==> config.mk <==
export PLATFORM = sky130hd
export DESIGN_NAME = ttt_game_ctrl
export DESIGN_NICKNAME = d
export VERILOG_FILES = /design/src/rtl/ttt_game_ctrl.sv
export SDC_FILE = /design/constraint.sdc
export NUM_CORES = 1
export LEC_CHECK = 0
export ABC_AREA = 1
export CAP_MARGIN = 20
export CORE_UTILIZATION = 53
export DETAILED_ROUTE_END_ITERATION = 7
export PLACE_DENSITY = 0.89
export SYNTH_ARGS = -nofsm -noshare
export SYNTH_HDL_FRONTEND = slang
export SYNTH_SLANG_ARGS = --single-unit
==> constraint.sdc <==
create_clock -name clk -period 2.5 [get_ports clk]
set_input_delay 0.5 -clock clk [delete_from_list [all_inputs] [get_ports clk]]
set_output_delay 0.5 -clock clk [all_outputs]
set_load 0.005 [all_outputs]
==> src/rtl/ttt_game_ctrl.sv <==
// Tic-tac-toe game controller: owns the 3x3 board, validates moves, detects
// win/draw/timeout and drives the state/turn pair consumed by the turn timer.
module ttt_game_ctrl #(
  parameter logic [3:0] INIT_TIME = 4'd9
) (
  input  logic        clk,
  input  logic        rst_n,
  input  logic        start,
  input  logic        move_valid,
  input  logic [3:0]  move_pos,
  input  logic [3:0]  count,
  output logic [2:0]  state,
  output logic [1:0]  turn,
  output logic [3:0]  initial_time,
  output logic [17:0] board,
  output logic        move_ack,
  output logic        move_err
);

  typedef enum logic [2:0] {
    S_INIT = 3'b000,
    S_PLAY = 3'b001,
    S_AWIN = 3'b010,
    S_BWIN = 3'b011,
    S_DRAW = 3'b100
  } state_e;

  localparam logic [1:0] P_NONE = 2'b00;
  localparam logic [1:0] P_A    = 2'b01;
  localparam logic [1:0] P_B    = 2'b10;

  state_e      state_q, state_d;
  logic [1:0]  turn_q, turn_d;
  logic [17:0] board_q, board_d;
  logic [3:0]  moves_q, moves_d;
  logic        ack_q, ack_d;
  logic        err_q, err_d;

  logic        cell_empty;
  logic        legal;
  logic [17:0] board_mv;
  logic [3:0]  moves_inc;

  function automatic logic line_won(input logic [17:0] b, input logic [1:0] p,
                                    input int unsigned c0, input int unsigned c1,
                                    input int unsigned c2);
    return (b[2*c0 +: 2] == p) && (b[2*c1 +: 2] == p) && (b[2*c2 +: 2] == p);
  endfunction

  function automatic logic has_win(input logic [17:0] b, input logic [1:0] p);
    return line_won(b, p, 0, 1, 2) || line_won(b, p, 3, 4, 5) ||
           line_won(b, p, 6, 7, 8) || line_won(b, p, 0, 3, 6) ||
           line_won(b, p, 1, 4, 7) || line_won(b, p, 2, 5, 8) ||
           line_won(b, p, 0, 4, 8) || line_won(b, p, 2, 4, 6);
  endfunction

  // Decode the addressed cell without indexing past bit 17 for positions 9..15.
  always_comb begin
    cell_empty = 1'b0;
    board_mv   = board_q;
    for (int i = 0; i < 9; i++) begin
      if (move_pos == 4'(i)) begin
        cell_empty        = (board_q[2*i +: 2] == P_NONE);
        board_mv[2*i +: 2] = turn_q;
      end
    end
  end

  assign legal     = move_valid && (move_pos <= 4'd8) && cell_empty;
  assign moves_inc = moves_q + 4'd1;

  // NOTE: every always_comb output gets a default first so no path leaves a
  // signal unassigned, which would otherwise infer a latch.
  always_comb begin
    state_d = state_q;
    turn_d  = turn_q;
    board_d = board_q;
    moves_d = moves_q;
    ack_d   = 1'b0;
    err_d   = 1'b0;

    unique case (state_q)
      S_PLAY: begin
        if (legal) begin
          board_d = board_mv;
          ack_d   = 1'b1;
          moves_d = moves_inc;
          if (has_win(board_mv, turn_q)) begin
            state_d = (turn_q == P_A) ? S_AWIN : S_BWIN;
            turn_d  = P_NONE;
          end else if (moves_inc == 4'd9) begin
            state_d = S_DRAW;
            turn_d  = P_NONE;
          end else begin
            turn_d  = (turn_q == P_A) ? P_B : P_A;
          end
        end else begin
          err_d = move_valid;
          if (count == 4'd0) begin
            state_d = (turn_q == P_A) ? S_BWIN : S_AWIN;
            turn_d  = P_NONE;
          end
        end
      end
      S_INIT, S_AWIN, S_BWIN, S_DRAW: begin
        if (start) begin
          state_d = S_PLAY;
          turn_d  = P_A;
          board_d = '0;
          moves_d = '0;
        end
      end
      default: begin
        state_d = S_INIT;
        turn_d  = P_NONE;
      end
    endcase
  end

  // NOTE: sequential state uses non-blocking assignments so every register
  // samples the pre-edge values regardless of statement order.
  always_ff @(posedge clk or negedge rst_n) begin
    if (!rst_n) begin
      state_q <= S_INIT;
      turn_q  <= P_NONE;
      board_q <= '0;
      moves_q <= '0;
      ack_q   <= 1'b0;
      err_q   <= 1'b0;
    end else begin
      state_q <= state_d;
      turn_q  <= turn_d;
      board_q <= board_d;
      moves_q <= moves_d;
      ack_q   <= ack_d;
      err_q   <= err_d;
    end
  end

  assign state        = state_q;
  assign turn         = turn_q;
  assign board        = board_q;
  assign move_ack     = ack_q;
  assign move_err     = err_q;
  assign initial_time = INIT_TIME;

endmodule

### Word-level counts from Yosys, hierarchy flattened

Cells that the tools add are included.

* add/sub/neg operators: 1
* reductions and logical operators: 42
* equality and inequality tests: 27
* order comparisons: 1
* mux-type cells: 43

Operators with widths (number)
* 18-bit two-way mux: 2
* 18-bit case mux with 2 select lines: 1
* 2-bit two-way mux: 15
* 2-bit == test: 9
* 1-bit logical AND: 18
* 2-bit zero test: 9
* 4-bit by 3-bit == test with 1-bit output, second input constant: 4
* 1-bit two-way mux: 15
* 3-bit two-way mux: 5
* 4-bit by 2-bit == test with 1-bit output, second input constant: 2
* 4-bit == test, second input constant: 2
* 4-bit zero test: 2
* 4-bit two-way mux: 2
* 4-bit case mux with 2 select lines: 1
* 1-bit logical OR: 7
* 3-bit by 2-bit == test with 1-bit output, second input constant: 2
* 3-bit case mux with 2 select lines: 1
* 3-bit AND reduction: 2
* 4-bit by 1-bit adder with 4-bit output, second input constant: 1
* 4-bit by 1-bit == test with 1-bit output, second input constant: 1
* 4-bit <= comparator, second input constant: 1
* 2-bit inequality test, second input constant: 2
* 4-bit inequality test, second input constant: 1
* 2-bit case mux with 2 select lines: 1
* other kinds (8): 8

* input port bits: 12
* register bits: 29

### Longest topological paths before layout

Gate-level depths: netlist of the first run.

* depth after elaboration: 15
* depth in mapped cells: 18

### Worst setup path after synthesis of the first run

Ideal clock, no wire load.

* kind: input-to-reg
* start: in move_pos[2]
* end: reg board_q[8] (netlist: board[8])
* arrival time: 1.864 ns
* slack: 0.562 ns
* stages on the path: 16
* data required time: 2.426 ns
* buffers on the path: 1
* cells stage by stage: nor2_2 > nand2_2 > nor2_1 > nor2_1 > nand2_1 > nand2_1 > nand3_1 > nand2_1 > nand2_1 > nand2_2 > nand2_4 > nand2_4 > nor2_8 > buf_6 > nand3_2 > o21ai_2

* cells in the longest elaborated chain, start to end: 13
* elaborated cells on any way between the ends: 26
* those cells by class: order compare: 1; eq/ne: 9; mux: 12; reduce/logical: 4

RTL lines
* start: declaration: RTL line 10 `input logic [3:0] move_pos,`
* 4-bit zero test: RTL line 62 `if (move_pos == 4'(i)) begin`
* 1-bit two-way mux (9 in series): RTL line 62
* 1-bit logical AND: RTL line 69 `assign legal = move_valid && (move_pos <= 4'd8) && cell_empty;`
* 2-bit inequality test (no source line)
* 3-bit AND reduction (no source line)
* end signal: assignment: RTL line 133 `board_q <= board_d;`
* end: declaration: RTL line 34 `logic [17:0] board_q, board_d;`

Several ways; a longest one is shown, not always the timed one. The select of a mux whose other input is x is not followed.
A chain may end at the register's enable or synchronous reset.

### Worst setup path in the final report of the first run

* start: in move_pos[1]
* end: reg state_q[2] (netlist: state[2])

* cells in the longest elaborated chain, start to end: 15
* elaborated cells on any way between the ends: 68
* those cells by class: order compare: 1; eq/ne: 19; mux: 21; reduce/logical: 27

RTL lines
* parallel branches: the longest is 15 deep, another holds 4-bit zero test
* end signal: assignment: RTL line 131 `state_q <= state_d;`
* end: declaration: RTL line 32 `state_e state_q, state_d;`

Parallel ways; which one is timed is not known.

==> results of run 1 <==
[metal layers]
layer | track usage | wire [um] | vias up
li1 | - | - | 1195
met1 | 0.352 | 2380 | 1079
met2 | 0.462 | 2820 | 85
met3 | 0.0617 | 339 | 8
met4 | 0.104 | 78 | 0
met5 | 0 | 0 | -
[through the flow]
stage | power [mW] | instances | util | area, um^2 | setup WS, ns
after floorplan | 1.88 | 341 | - | 2320 | 0.562
after global placement | 2.37 | 437 | 0.698 | 2850 | -0.169
after detailed placement | 2.42 | 437 | 0.698 | 2850 | -0.248
after CTS | 2.82 | 445 | 0.719 | 2940 | 0.00313
after global routing | 3.07 | 445 | 0.723 | 2950 | 0.197
final | 2.83 | 445 | 0.723 | 2950 | 0.393
[power by group through the flow]
| stage | Sequential (mW) | Clock, mW | Combinational [mW] |
|---|---|---|---|
| 6_report | 0.638 | 0.392 | 1.80 |
| 5_1_grt | 0.652 | 0.422 | 2.00 |
| 4_1_cts | 0.638 | 0.399 | 1.78 |
| 3_5_place_dp | 0.644 | 0 | 1.77 |
| 3_3_place_gp | 0.641 | 0 | 1.73 |
| 2_1_floorplan | 0.641 | 0 | 1.24 |
[state kept, by name, indices dropped and copies added, names as in the netlist]
register / cells
move_ack: 1
move_err: 1
board: 18
turn: 2
moves_q: 4
state: 3
[cells by family (layout without fill, tap and decap cells)]
logic type,Yosys count,in the layout,synth area share
compound gates,53,53,0.134
xor+xnor,2,2,0.00757
fa+ha+maj,2,2,0.0108
buf+inv,57,111,0.114
flops,29,29,0.314
other cells,2,4,0.00325
simple gates,194,194,0.418
[cell usage in the layout, fill, tap and decap left out, types with 2 or more instances in the layout]
cell	n
a21oi_1	3
and3_1	2
buf_12	2
buf_4	23
clkbuf_8	5
clkdlybuf4s50_1	32
clkinv_2	2
conb_1	4
dfrtp_1	29
dlymetal6s2s_1	4
ha_1	2
inv_1	39
inv_2	2
nand2_1	103
nand2_2	4
nand2_4	2
nand3_1	32
nand3_2	17
nand3b_1	2
nand4_1	3
nor2_1	20
nor2_2	2
nor2_4	3
o21ai_0	24
o21ai_1	13
o21ai_2	10
[worst max-delay path, stage by stage]
cell and delay (ns):
dlymetal6s2s_1 0.22, inv_2 0.05, nor2_2 0.15, nand2_2 0.08, buf_4 0.16, nand2_1 0.06, o21ai_0 0.08, nor2_1 0.22
nand2_1 0.09, nand2_1 0.08, nand2_1 0.05, nand2_1 0.09, nor2_1 0.08, nand3_1 0.07, nand3_1 0.13, inv_1 0.12
nand2_1 0.06, nand2_1 0.06
[how the worst max path moves through the flow]
stage / start / endpoint / slack [ns] / cells past startpoint
finish: move_pos[1] / state[2] / 0.39 / 18
floorplan: move_pos[2] / board[8] / 0.56 / 16
detailed placement: move_pos[3] / state[2] / -0.25 / 17
global placement: move_pos[1] / state[2] / -0.17 / 18
global route: move_pos[1] / state[2] / 0.20 / 18
CTS: move_pos[3] / state[2] / 0.003 / 17
[cell type report]
class                      count  share of cell area
clock buffer                   5              0.0233
clock inverter                 3             0.00593
inverter                      42              0.0534
multi-input combinational    255               0.453
sequential                    29               0.246
tap                           50              0.0212
timing repair buffer          61               0.197
==> flow_metrics.tcl, run 1 <==
set metrics [dict create \
    status "complete, no violations" \
    postCtsSetupBuffers 0 \
    coreArea_um2 4090 \
    power_frac_seq 0.225 \
    cts_sinks 29 \
    setup_violations 0 \
    ys_seq_elements 29 \
    critPathArrivalTime_ns 2.33 \
    period_share 0.843 \
    hp-class "register to register" \
    path_class "primary input to register" \
    ctsHoldBuffers 0 \
    fin_crit_ns 2.11 \
    p_sw_frac 0.489 \
    io_buffer_count 36 \
    gp_congestion 0.963 \
    power_frac_comb 0.636 \
    cts_buffers 5 \
    fmax_mhz 475 \
    syn_avg_cell_area_um2 6.82 \
    layout-drive-gt1-share 0.187 \
    cp-end-kind "register" \
    worstReg2RegStart "turn[1]" \
    drcViolationCount 0 \
    ir_drop_uv 687 \
    worst_hold_path.num_cells 2 \
    clk_pin_slew_ns 0.07 \
    first_iter_violations 176 \
    synthCells 339 \
    totalWireLength_mm 5.61 \
    hold_start "state[0]" \
    setup_tns_ns 0 \
    die_x_um 68.1 \
    overflow 0 \
    hold_viol 0 \
    yosys-top-cells-area "dfrtp_1 (31%), nand2_1 (17%), nand3_2 (7.4%), nand3_1 (6.9%), inv_1 (6.3%)" \
    synth.largest_area_cell "dfrtp_1" \
    vias 2367 \
    worstPathRequired_ns 2.72 \
    syn_area_um2 2310 \
    yosys.area.top_type_share 0.314 \
    p_leak_nw 1.45 \
    fill_cells 319 \
    synth.most_common_cell "nand2_1" \
    crit_path_start_kind "primary input" \
    p_switching_mw 1.38 \
    cts-root-buf "clkbuf_8" \
    maxSlewViolCount 0 \
    syn_to_final_growth_pct 27.6 \
    firstDrtPassIters 5 \
    synth_cell_type_count 34 \
    power.density_nw_per_um2 958 \
    tritoncts "built" \
    ant_nets 0 \
    ff2ff_setup_slack_ns 0.47 \
    hpwlAfterDp_mm 4.18 \
    grt_pass1_wl_mm 9.45 \
    antenna_found_initial 0 \
    antennaDiodeCount 0 \
    grt_max_degree 30 \
    yosysWarnings 0 \
    viasPerCell 5.32 \
    synth_edf_count 0 \
    holdWs_ns 0.542 \
    r2r_cells 14 \
    clockBufferDepth 2 \
    worstHoldEndpoint "state[0]" \
    async_flop_share 1.00 \
    ys.flop_type "dfrtp_1" \
    rsz0062_at_grt "false" \
    synth-seq-area-share 0.314 \
    cts-resized-gates 0 \
    finalNetCount 408 \
    clock_latency_ns 0.29 \
    rows 23 \
    num_io_pins 41 \
    synth_common_cells "nand2_1 (103), inv_1 (39), nand3_1 (32)" \
    multi_input_area_um2 1340 \
    regArea_um2 726 \
    r2r-end "state[2]" \
    skew_ns 0.0109 \
    grt_pass1_vias 2107 \
    wl_per_cell_um 12.6 \
    start_util 0.566 \
    drv_cap 0 \
    p_clk_frac 0.138 \
    fp.dieH_um 68.1 \
    crit_path_max_fanout 6 \
    p_int_mw 1.45 \
    grt_use_total 0.279 \
    design.die.area_um2 4630 \
    htreeDepth 2 \
]
No activity file was read; power rests on OpenSTA's default activity.
==> run 2, diff against run 1 <==
--- a/config.mk
+++ b/config.mk
@@ -7,9 +7,9 @@
 export LEC_CHECK = 0
 export ABC_AREA = 1
 export CAP_MARGIN = 20
-export CORE_UTILIZATION = 53
+export CORE_UTILIZATION = 48
 export DETAILED_ROUTE_END_ITERATION = 7
-export PLACE_DENSITY = 0.89
+export PLACE_DENSITY = 0.86
 export SYNTH_ARGS = -nofsm -noshare
 export SYNTH_HDL_FRONTEND = slang
 export SYNTH_SLANG_ARGS = --single-unit
==> constraint.sdc (replaced) <==
create_clock -name clk -period 1.85 [get_ports clk]
set_input_delay 0.37 -clock clk [delete_from_list [all_inputs] [get_ports clk]]
set_output_delay 0.37 -clock clk [all_outputs]
set_load 0.005 [all_outputs]
==> run 2 against run 1 <==
The run now ends with negative setup slack left. First-iteration DRC count increased by 72%. Wire length rose by 46%. Non-clock buffer count rose by 22. Critical path type unchanged. Clock skew down 0.0065 ns. Utilization grew 1.8 points. Largest power group unchanged.
==> flow_metrics.tcl, run 2 (synthesis gave the netlist of run 1 again) <==
set metrics [dict create \
    gp_congestion 0.893 \
    fmax_mhz 482 \
    power_frac_comb 0.722 \
    status "complete, but fails checks" \
    p_sw_frac 0.491 \
    ctsHoldBuffers 0 \
    cp-end-kind "register" \
    setup_ws_ns -0.227 \
    clockBufferDepth 2 \
    final_core_util 0.741 \
    grt_use_total 0.289 \
    finalNetCount 430 \
    io_buffer_count 36 \
    worstPathRequired_ns 2.04 \
    grt_pass1_vias 2545 \
    power.density_nw_per_um2 1500 \
    clock_latency_ns 0.30 \
    largest_reg_flops 18 \
    syn_to_final_growth_pct 44.2 \
    endpoint "board[7]" \
    design.die.area_um2 5100 \
    vias 2768 \
    rows 24 \
    crit_path_cell_trace "buf_2, inv_1, nor2_2, nand3_1, nand2_1, nor2_1, nand2_1, nand2_1, nand3_1, nand2_1, nand2_2, nand2_4, nand2_4, nand2_4, nor2_8, buf_12, clkbuf_16, o21ai_2" \
    hold_viol 0 \
    hpwlAfterDp_mm 4.60 \
    layout_common_cells "nand2_1 (97), buf_4 (37), inv_1 (36), clkdlybuf4s50_1 (32), dfrtp_1 (29)" \
    start_util 0.514 \
    finalInstanceArea_um2 3340 \
    overflow 0 \
    die_x_um 71.4 \
    antenna_found_initial 0 \
    critPathLaunch "move_pos[0]" \
    period_share 1.12 \
    power_mw 4.99 \
    fill_cells 301 \
    cpMaxStageDelayCell "nor2_2" \
    fin_crit_ns 2.08 \
    path_class "primary input to register" \
    pre_cts_slack_ns -0.856 \
    cts_sinks 29 \
    grt_pass1_wl_mm 11.5 \
    hp-class "primary input to async pin" \
    antennaDiodeCount 0 \
    final_common_cell "nand2_1" \
    drcViolationCount 0 \
    grt_max_degree 30 \
    cts_buffers 5 \
    tritoncts "built" \
    drv_cap 0 \
    ir_drop_uv 808 \
    clk_pin_slew_ns 0.07 \
    crit_path_max_fanout 5 \
    skew_ns 0.00441 \
    postPlaceCellArea_um2 2950 \
    crit_path_start_kind "primary input" \
    layout-drive-gt1-share 0.309 \
    viasPerCell 5.90 \
    firstDrtPassIters 5 \
    worstReg2RegStart "board[3]" \
    coreArea_um2 4500 \
    p_clk_frac 0.107 \
    ant_nets 0 \
    multi_input_area_um2 1470 \
    maxSlewViolCount 0 \
    critPathArrivalTime_ns 2.27 \
    violations "negative setup slack" \
    cp_slowest_stage_delay_ns 0.20 \
    num_io_pins 41 \
    rsz0062_at_grt "true" \
    crit_path_frequent_cell "nand2_1" \
    totalWireLength_mm 8.17 \
    htreeDepth 2 \
    power_frac_seq 0.170 \
    r2r-end "board[7]" \
    cts-root-buf "clkbuf_8" \
    r2r_cells 16 \
    p_switching_mw 2.45 \
    p_int_mw 2.54 \
    setup_violations 27 \
    ff2ff_setup_slack_ns -0.21 \
    p_leak_nw 1.61 \
    regArea_um2 726 \
    fp.dieH_um 71.4 \
    wl_per_cell_um 17.4 \
    first_iter_violations 303 \
    setup_tns_ns -4.92 \
]
[run 2: per-stage QoR]
step	hold WS (ns)	cells
global placement	0.501	449
finish	0.470	469
global route	0.500	469
CTS	0.478	467
detailed placement	0.496	449
floorplan	0.0744	341
[run 2: worst min-delay path by stage]
stage                  start        to  slack (ns)  cells after the start
floorplan              rst_n  board[0]        0.07                      0
global placement    state[0]  state[0]        0.50                      2
detailed placement  state[0]  state[0]        0.50                      2
CTS                    rst_n  board[1]        0.48                      2
global route           rst_n  board[0]        0.50                      2
finish                 rst_n  board[0]        0.47                      2
[run 2: repair_timing]
| action | CTS | global route |
|---|---|---|
| pin swaps | 12 | 13 |
| buffers inserted | 8 | 1 |
| gates cloned | 2 | 2 |
| resized for setup | 36 | 26 |
| setup endpoints to repair | 29 | 27 |
[run 2: power groups by stage]
stage	clock network, mW	registers (mW)	logic [mW]
after floorplan	0	0.866	1.67
after global placement	0	0.858	2.51
after detailed placement	0	0.861	2.58
after CTS	0.533	0.849	3.08
after global routing	0.571	0.864	3.84
final	0.535	0.851	3.61
[run 2: final cells by class]
type / instances / share of cell area
clock buffer: 6 / 0.0217
clock inverter: 2 / 0.00300
inverter: 42 / 0.0472
multi-input combinational: 255 / 0.441
sequential: 29 / 0.217
tap: 52 / 0.0195
timing repair buffer: 83 / 0.250
[run 2: routing by layer]
layer  vias to the layer above  share of wire  track usage
met5                         -              0            0
met2                       176           0.50        0.498
met3                        54          0.077       0.0534
met4                         0          0.050        0.151
li1                       1238              -            -
met1                      1300           0.37        0.343
[run 2: critical path, delay by kind of cell]
kind,cells,cell delay [ns]
AND/OR/NAND/NOR,13,1.32
buffers and inverters,4,0.52
AO/OA/AOI/OAI,1,0.05
